`config.mk`:
```
export PLATFORM = sky130hd
export DESIGN_NAME = stream_mux
export DESIGN_NICKNAME = d
export VERILOG_FILES = /design/src/rtl/stream_mux_pkg.sv /design/src/rtl/stream_mux_rr_arbiter.sv /design/src/rtl/stream_mux.sv
export SDC_FILE = /design/constraint.sdc
export NUM_CORES = 1
export LEC_CHECK = 0
export CAP_MARGIN = 0
export CORE_MARGIN = 2
export CORE_UTILIZATION = 37
export DETAILED_ROUTE_END_ITERATION = 10
export PLACE_DENSITY = 0.87
export SLEW_MARGIN = 20
export SYNTH_ARGS = -nofsm -noshare
export SYNTH_HDL_FRONTEND = slang
export SYNTH_SLANG_ARGS = --single-unit
```
`constraint.sdc`:
```
create_clock -name clk -period 3.6 [get_ports clk]
set_input_delay 1.08 -clock clk [delete_from_list [all_inputs] [get_ports clk]]
set_output_delay 1.08 -clock clk [all_outputs]
set_load 0.02 [all_outputs]
```
`src/rtl/stream_mux_pkg.sv`:
```
// stream_mux_pkg
//   Shared constants for the stream_mux family.
//   ARQUITECTURE_BITS : default datapath word width
//   MODE_SELECT       : output channel chosen by an explicit selector
//   MODE_RR           : output channel chosen by round-robin arbitration
package stream_mux_pkg;

  localparam int ARQUITECTURE_BITS = 32;

  localparam int MODE_SELECT = 0;
  localparam int MODE_RR     = 1;

endpackage

```
`src/rtl/stream_mux_rr_arbiter.sv`:
```
// rr_arbiter
//   Combinational round-robin arbiter. Searches the request vector starting
//   at ptr_i and wrapping modulo CHANNELS; the first requester found wins.
//   Ports:
//     req_i       : per-channel request (in_valid)
//     ptr_i       : channel index with highest priority this cycle
//     grant_o     : one-hot grant, all zero when nobody requests
//     grant_idx_o : index of the granted channel (0 when no grant)
module rr_arbiter
  import stream_mux_pkg::*;
#(
  parameter  int CHANNELS = 4,
  localparam int SEL_BITS = $clog2(CHANNELS)
) (
  input  logic [CHANNELS-1:0] req_i,
  input  logic [SEL_BITS-1:0] ptr_i,
  output logic [CHANNELS-1:0] grant_o,
  output logic [SEL_BITS-1:0] grant_idx_o
);

  // One extra bit so ptr + offset cannot overflow when CHANNELS = 2**SEL_BITS.
  localparam logic [SEL_BITS:0] CH_W = (SEL_BITS + 1)'(CHANNELS);

  // cand[k] is the channel examined at search position k.
  logic [SEL_BITS-1:0] cand [CHANNELS];

  generate
    for (genvar gi = 0; gi < CHANNELS; gi++) begin : g_cand
      logic [SEL_BITS:0] sum;
      logic [SEL_BITS:0] wrapped;
      assign sum     = {1'b0, ptr_i} + (SEL_BITS + 1)'(gi);
      assign wrapped = (sum >= CH_W) ? (sum - CH_W) : sum;
      assign cand[gi] = wrapped[SEL_BITS-1:0];
    end
  endgenerate

  always_comb begin
    logic found;
    found       = 1'b0;
    grant_o     = '0;
    grant_idx_o = '0;
    for (int k = 0; k < CHANNELS; k++) begin
      if (!found && req_i[cand[k]]) begin
        found       = 1'b1;
        grant_idx_o = cand[k];
      end
    end
    if (found) begin
      grant_o[grant_idx_o] = 1'b1;
    end
  end

endmodule

```
`src/rtl/stream_mux.sv`:
```
// stream_mux
//   N-channel registered multiplexer with valid/ready handshake. One input
//   channel is chosen per cycle (explicit selector or round-robin) and its
//   word is captured into a single-entry output register.
//   Ports:
//     clk         : clock, rising edge
//     reset       : synchronous, active-low
//     selector    : channel index (MODE_SELECT only)
//     in_valid    : per-channel valid
//     in_data     : packed words, channel i at [BUS_SIZE*i +: BUS_SIZE]
//     in_ready    : per-channel ready, at most one bit set
//     out_valid   : output register holds a word
//     out_data    : registered word
//     out_channel : channel that produced out_data
//     out_ready   : consumer accepts out_data this cycle
//     sel_error   : one-cycle pulse for an out-of-range selector at load time
module stream_mux
  import stream_mux_pkg::*;
#(
  parameter  int CHANNELS = 4,
  parameter  int BUS_SIZE = ARQUITECTURE_BITS,
  parameter  int MODE     = MODE_SELECT,
  localparam int SEL_BITS = $clog2(CHANNELS)
) (
  input  logic                         clk,
  input  logic                         reset,
  input  logic [SEL_BITS-1:0]          selector,
  input  logic [CHANNELS-1:0]          in_valid,
  input  logic [CHANNELS*BUS_SIZE-1:0] in_data,
  output logic [CHANNELS-1:0]          in_ready,
  output logic                         out_valid,
  output logic [BUS_SIZE-1:0]          out_data,
  output logic [SEL_BITS-1:0]          out_channel,
  input  logic                         out_ready,
  output logic                         sel_error
);

  localparam logic [SEL_BITS:0] CH_W = (SEL_BITS + 1)'(CHANNELS);

  logic                out_valid_q,   out_valid_d;
  logic [BUS_SIZE-1:0] out_data_q,    out_data_d;
  logic [SEL_BITS-1:0] out_channel_q, out_channel_d;
  logic                sel_error_q,   sel_error_d;
  logic [SEL_BITS-1:0] ptr_q,         ptr_d;

  logic                load_en;
  logic                transfer;
  logic                sel_oob;
  logic [CHANNELS-1:0] pick_oh;
  logic [SEL_BITS-1:0] pick_idx;
  logic [BUS_SIZE-1:0] pick_word;
  logic [SEL_BITS:0]   ptr_inc;
  logic [BUS_SIZE-1:0] words [CHANNELS];

  generate
    for (genvar gi = 0; gi < CHANNELS; gi++) begin : g_words
      assign words[gi] = in_data[gi*BUS_SIZE +: BUS_SIZE];
    end
  endgenerate

  // The output register can take a new word when empty or when it is being
  // drained this very cycle, giving one word per cycle sustained.
  assign load_en = !out_valid_q || out_ready;

  generate
    if (MODE == MODE_RR) begin : g_rr
      rr_arbiter #(
        .CHANNELS (CHANNELS)
      ) u_arb (
        .req_i       (in_valid),
        .ptr_i       (ptr_q),
        .grant_o     (pick_oh),
        .grant_idx_o (pick_idx)
      );
      assign sel_oob = 1'b0;
    end else begin : g_sel
      // Only reachable when CHANNELS is not a power of two.
      assign sel_oob  = ({1'b0, selector} >= CH_W);
      assign pick_idx = selector;
      for (genvar gi = 0; gi < CHANNELS; gi++) begin : g_dec
        assign pick_oh[gi] = (selector == SEL_BITS'(gi));
      end
    end
  endgenerate

  assign in_ready  = pick_oh & {CHANNELS{reset && load_en}};
  assign transfer  = |(in_ready & in_valid);
  // Out-of-range pick_idx never coincides with a transfer, so the word read
  // for it is don't-care.
  assign pick_word = words[pick_idx];
  assign ptr_inc   = {1'b0, pick_idx} + 1'b1;

  always_comb begin
    out_valid_d   = out_valid_q;
    out_data_d    = out_data_q;
    out_channel_d = out_channel_q;
    ptr_d         = ptr_q;
    sel_error_d   = sel_oob && load_en;
    if (transfer) begin
      out_valid_d   = 1'b1;
      out_data_d    = pick_word;
      out_channel_d = pick_idx;
      ptr_d         = (ptr_inc >= CH_W) ? '0 : ptr_inc[SEL_BITS-1:0];
    end else if (out_ready) begin
      out_valid_d = 1'b0;
    end
  end

  always_ff @(posedge clk) begin
    if (!reset) begin
      out_valid_q   <= 1'b0;
      out_data_q    <= '0;
      out_channel_q <= '0;
      sel_error_q   <= 1'b0;
      ptr_q         <= '0;
    end else begin
      out_valid_q   <= out_valid_d;
      out_data_q    <= out_data_d;
      out_channel_q <= out_channel_d;
      sel_error_q   <= sel_error_d;
      ptr_q         <= ptr_d;
    end
  end

  assign out_valid   = out_valid_q;
  assign out_data    = out_data_q;
  assign out_channel = out_channel_q;
  assign sel_error   = sel_error_q;

endmodule
```
# [Word-level counts from Yosys, hierarchy flattened]
# Cells that the tools add are included.
[op_classes] n_reduce_logical=6 n_lt_le_gt_ge=1 bitwise_logic=3 eq_ne=3 n_mux=5
[ops] op="$bmux W32 S2" n=1
[ops] op="$mux W32" n=2
[ops] op="$and A4 B4 Y4" n=2
[ops] op="$eq A2 B2 Y1 const B" n=2
[ops] op="$reduce_or A4 Y1" n=1
[ops] op="$ge A3 B3 Y1 const B" n=1
[ops] op="$not A2 Y3" n=1
[ops] op="$eq A2 B1 Y1 const B" n=1
[ops] op="$logic_not A2 Y1" n=1
[ops] op="$mux W1" n=2
[ops] op="$reduce_bool A2 Y1" n=1
[ops] op="$logic_and A1 B1 Y1" n=1
[ops] op="$logic_not A1 Y1" n=1
[ops] op="$logic_or A1 B1 Y1" n=1
[word_totals] elab_cells=21 inputBits=137 reg_bits=35 output_inout_bits=40

# [Logic depth before layout (Yosys ltp)]
# Gate-level depths: netlist of the first run.
[depth] ltp_word=7 depth_mapped=7 depth_no_buf=4

# [Worst setup path before layout of the first run]
# Ideal clock, no wire load.
[synth_timing] path_kind="input-to-output" start="in selector[0]" end="out in_ready[1]" arrival_time_ps=1963 path_slack_ps=557 path_stages=4 t_required_ps=2520 n_path_buf=2 cell_sequence="buf_6 -> buf_4 -> inv_1 -> nor3_1"
[synth_between] elab_chain_cells=2
[synth_lines] item="from (decl)" line="stream_mux.sv:27" text="input logic [SEL_BITS-1:0] selector,"
[synth_lines] item="$eq A2 B1 Y1" line="stream_mux.sv:81" text="assign pick_oh[gi] = (selector == SEL_BITS'(gi));"
[synth_lines] item="$and A4 B4 Y4" line="stream_mux.sv:86" text="assign in_ready = pick_oh & {CHANNELS{reset && load_en}};"
[synth_lines] item="to (decl)" line="stream_mux.sv:30" text="output logic [CHANNELS-1:0] in_ready,"
# Every way passes these cells.

# [Worst setup path after layout of the first run]
[layout_timing] start="in out_ready" end="out in_ready[1]"
[layout_between] elab_chain_cells=3
[layout_lines] item="from (decl)" line="stream_mux.sv:34" text="input logic out_ready,"
[layout_lines] item="$logic_or A1 B1 Y1" line="stream_mux.sv:63" text="assign load_en = !out_valid_q || out_ready;"
[layout_lines] item="$logic_and A1 B1 Y1" line="stream_mux.sv:86"
[layout_lines] item="$and A4 B4 Y4" line="stream_mux.sv:86"
# Every way passes these cells.

==> results.md, run 1 <==
- The fraction of final layout cells with drive strength greater than 1 is 0.139.
- The remaining antenna violation count is 0.
- For this run, the register share of the synthesized area comes to 0.302.
- Detailed placement ended at an HPWL of 6.29 mm.
- The number of global-route vias before repair is 2662.
- The worst hold path belongs to the class reg2reg.
- The chip width is 83.1 µm.
- For the worst flop-to-flop path, the logic depth is 5.
- The number of antenna violations at the first check in global routing is 0.
- The final hold slack is 464 ps.
- The die area is 6910 µm².
- For the final database, setup skew stands at 7.39 ps.
- Of all nets on the critical path, the largest fanout is 3.
- STA puts the critical path data required time at 2520 ps.
- The tree is rooted in a clkbuf_8.
- In this run the vertical extent of the chip is 83.1 µm.
- The number of placement rows is 28.
- The wire length per cell is 17.7 µm.
- Entering global routing, the biggest net connects 38 pins.
- The number of synthesized flops with an enable pin is 0.
- The critical path data arrival time is 2300 ps.
- Of the post-synthesis cell area, the dominant cell type holds 0.302.
- The slew at the pin closest to its max-slew limit is 502 ps.
- After clock tree synthesis, the setup repair step added 0 buffers.
- The total clock buffers created by CTS is 5.
- Summed over all layers, the routed wires come to 8.07 mm.
- The clock edge transition at the registers on the reported setup and hold paths is 70 ps.
- The first global-routing pass estimated 13.0 mm of wire.
- The mean instance size in the synthesized netlist is 10.8 µm².
- Ranked by instance count, the synthesized netlist is headed by dfxtp_1, nand3_1, a21boi_1, mux4_2, o21ai_1.
- The worst-case headroom to the max-slew limit is 0.666.
- The prevailing post-synth register cell is dfxtp_1.
- Across every metal layer, demand over resource in global routing totals 0.233.
- The largest total area in the synthesized netlist belongs to dfxtp_1.
- The number of hold violations in the final report is 0.
- Derived from the worst setup path, the maximum achievable clock frequency is 0.296 GHz.
- The clock passes through at most 2 buffers.
- When the netlist entered floorplanning its net count stood at 352.
- Setup violations remaining at the end of the flow were counted as 0.
- The leakage dissipation is 1.49 nW.
- The placed cell count is 447.
- Of the available clock period, the critical path in the final layout requires 0.940.
- The remaining routing DRC violations is 0.
- The kind of end point of the critical path is an output port.
- The number of port buffers is 175.
- The routed wire length on met2 is 4.36 mm.
- The origin of the critical flop-to-flop path is out_valid.
- The worst register-to-register path has a setup slack of 2110 ps.
- The synthesis warning total is 0.
- For this run, the number of standard cells in the final layout without fillers is 455.
- The worst min-delay path endpoint is out_data[8].
- The total inserted antenna cells is 0.
- The first-pass iteration count of the detailed router is 4.
- The detailed router put a total of 2.89 mm of wire on met1.
- The startpoint class of the critical path is an input pin.
- Setup repair after global routing left no endpoint under its margin.
- For this block, the via count after detailed routing is 2487.
- In this run the number of H-tree levels came out at 2.
- The async set-reset flop share out of synthesis is 0.
- Summed over all layers, the global routing overflow is 0.
- The startpoint identified for the worst hold timing path is out_data[8].
- The total count of max-transition violations in the final report is 0.
- The worst hold path depth is 2.
- The cell area after synthesis is 2320 µm².
- Ranked by total cell area, the synthesized netlist is headed by dfxtp_1, mux4_2, a21boi_1.
- The initial detailed-routing violation count is 65.
- The reported max-cap violation count is 0.
- The mean number of vias per cell is 5.47.
- The number of top-level pins is 177.
- The area growth from synthesis to final layout is 79.3%.
- The number of synthesized register bits is 35.
- The cell count after synthesis is 215.
- In this run the critical register-to-register path is captured at out_data[27].
- The distinct cell type count after synthesis is 29.
- The run finished with clean final reports.
- Wire segments on met3 add up to 625 µm in the final route.
- The clock latency of the later-clocked register in the worst-skew pair is 270 ps.
- The topmost layer with routed signal wires is met4.
- The count of hold-fix buffers inserted at cts is 0.
- The congestion estimate from routability-driven global placement came to 0.768.
- The number of nets in the final layout is 516.
- The core area is 5990 µm².
- The CTS sink count is 35.
- TritonCTS built the clock tree.
- Power spread over the standard cell area amounts to 291 nW/µm².
- The worst setup path is of the in2out kind.
- The maximum vdd ir drop is 156 µV.
- For this configuration, the core starts out at a cell density of 0.387.
- Subtracting the final worst setup slack from the clock period gives 3380 ps.
## metrics by stage
stage | TNS (ps) | util | worst slack [ps] | instance area [µm²] | total power (W)
final | 0 | 0.693 | 217 | 4150 | 0.00121
after global routing | 0 | 0.693 | 90.3 | 4150 | 0.00128
after CTS | 0 | 0.693 | 205 | 4150 | 0.00122
after detailed placement | -239 | 0.678 | -89.7 | 4060 | 0.000911
after global placement | 0 | 0.678 | 6.25 | 4060 | 0.000896
after floorplan | 0 | - | 557 | 2320 | 0.000665
## layout make-up
cell class | instances | area (µm²)
Fill cell | 471 | 1840
Timing Repair Buffer | 184 | 1800
Multi-Input combinational cell | 151 | 1450
Sequential cell | 35 | 701
Clock buffer | 8 | 100
Tap cell | 75 | 93.8
Inverter | 2 | 7.51
## what timing repair did
action	in CTS	in global routing
hold endpoints to repair	0	0
setup endpoints to repair	4	0
gates resized for setup	4	0
## report_power, final
group | leakage, nW | switching [W] | internal [W]
Combinational | 1.15 | 0.000181 | 0.000282
Sequential | 0.288 | 0.0000164 | 0.000421
Clock | 0.0515 | 0.000136 | 0.000175
Total | 1.49 | 0.000333 | 0.000877
## flip-flops by register name, summed over array words and instances (netlist names)
signal / flops
out_channel: 2
out_data: 32
out_valid: 1
## layer usage
metal / GRT usage / up-vias
li1: - / 1155
met1: 0.247 / 1183
met2: 0.437 / 133
met3: 0.0716 / 16
met4: 0.0700 / 0
met5: 0 / -
## critical path, stage by stage
cell             delay [ps]
clkdlybuf4s50_1         470
nand2b_1                160
nand2_1                  90
nor3_1                  150
dlygate4sd2_1           350
## placed cells by master, fill, tap and decap left out, drive strengths merged
| cell type | netlist | layout |
|---|---|---|
| clkdlybuf4s50 | 0 | 169 |
| nand3 | 35 | 35 |
| dfxtp | 35 | 35 |
| a21boi | 34 | 34 |
| o21ai | 34 | 34 |
| mux4 | 32 | 32 |
| buf | 18 | 11 |
| clkbuf | 9 | 8 |
| dlygate4sd2 | 0 | 4 |
| nor3 | 3 | 3 |
| nor2 | 2 | 2 |
| inv | 2 | 2 |
| nand2 | 2 | 2 |
| nor2b | 2 | 2 |
| nand2b | 1 | 1 |
| mux2i | 1 | 1 |
| or3 | 1 | 1 |
| mux2 | 1 | 1 |
| and3 | 1 | 1 |
| a21oi | 1 | 1 |
| conb | 1 | 1 |
## kinds of logic (layout without fill, tap and decap cells)
family,Yosys count,count (layout),share of synthesized area
buffers and inverters,29,194,0.0756
multiplexers,34,34,0.325
AND/OR/NAND/NOR,47,47,0.106
AO/OA/AOI/OAI,69,69,0.189
other,1,1,0.00162
flip-flops,35,35,0.302
## worst max path at each step
stage | start | to | slack [ps] | cells after the start
final | out_ready | in_ready[1] | 220 | 5
after global routing | out_ready | in_ready[1] | 90 | 5
after CTS | out_ready | in_ready[1] | 200 | 5
after detailed placement | out_ready | in_ready[1] | -90 | 5
after global placement | out_ready | in_ready[1] | 6 | 5
after floorplan | selector[0] | in_ready[1] | 560 | 4
(Power assumes the default switching activity.)
==> run 2, diff against run 1 <==
CTS_CLUSTER_DIAMETER = 30   (was unset)
==> results of run 2 <==
The final DEF is identical to that of run 1; final timing and power are the same.
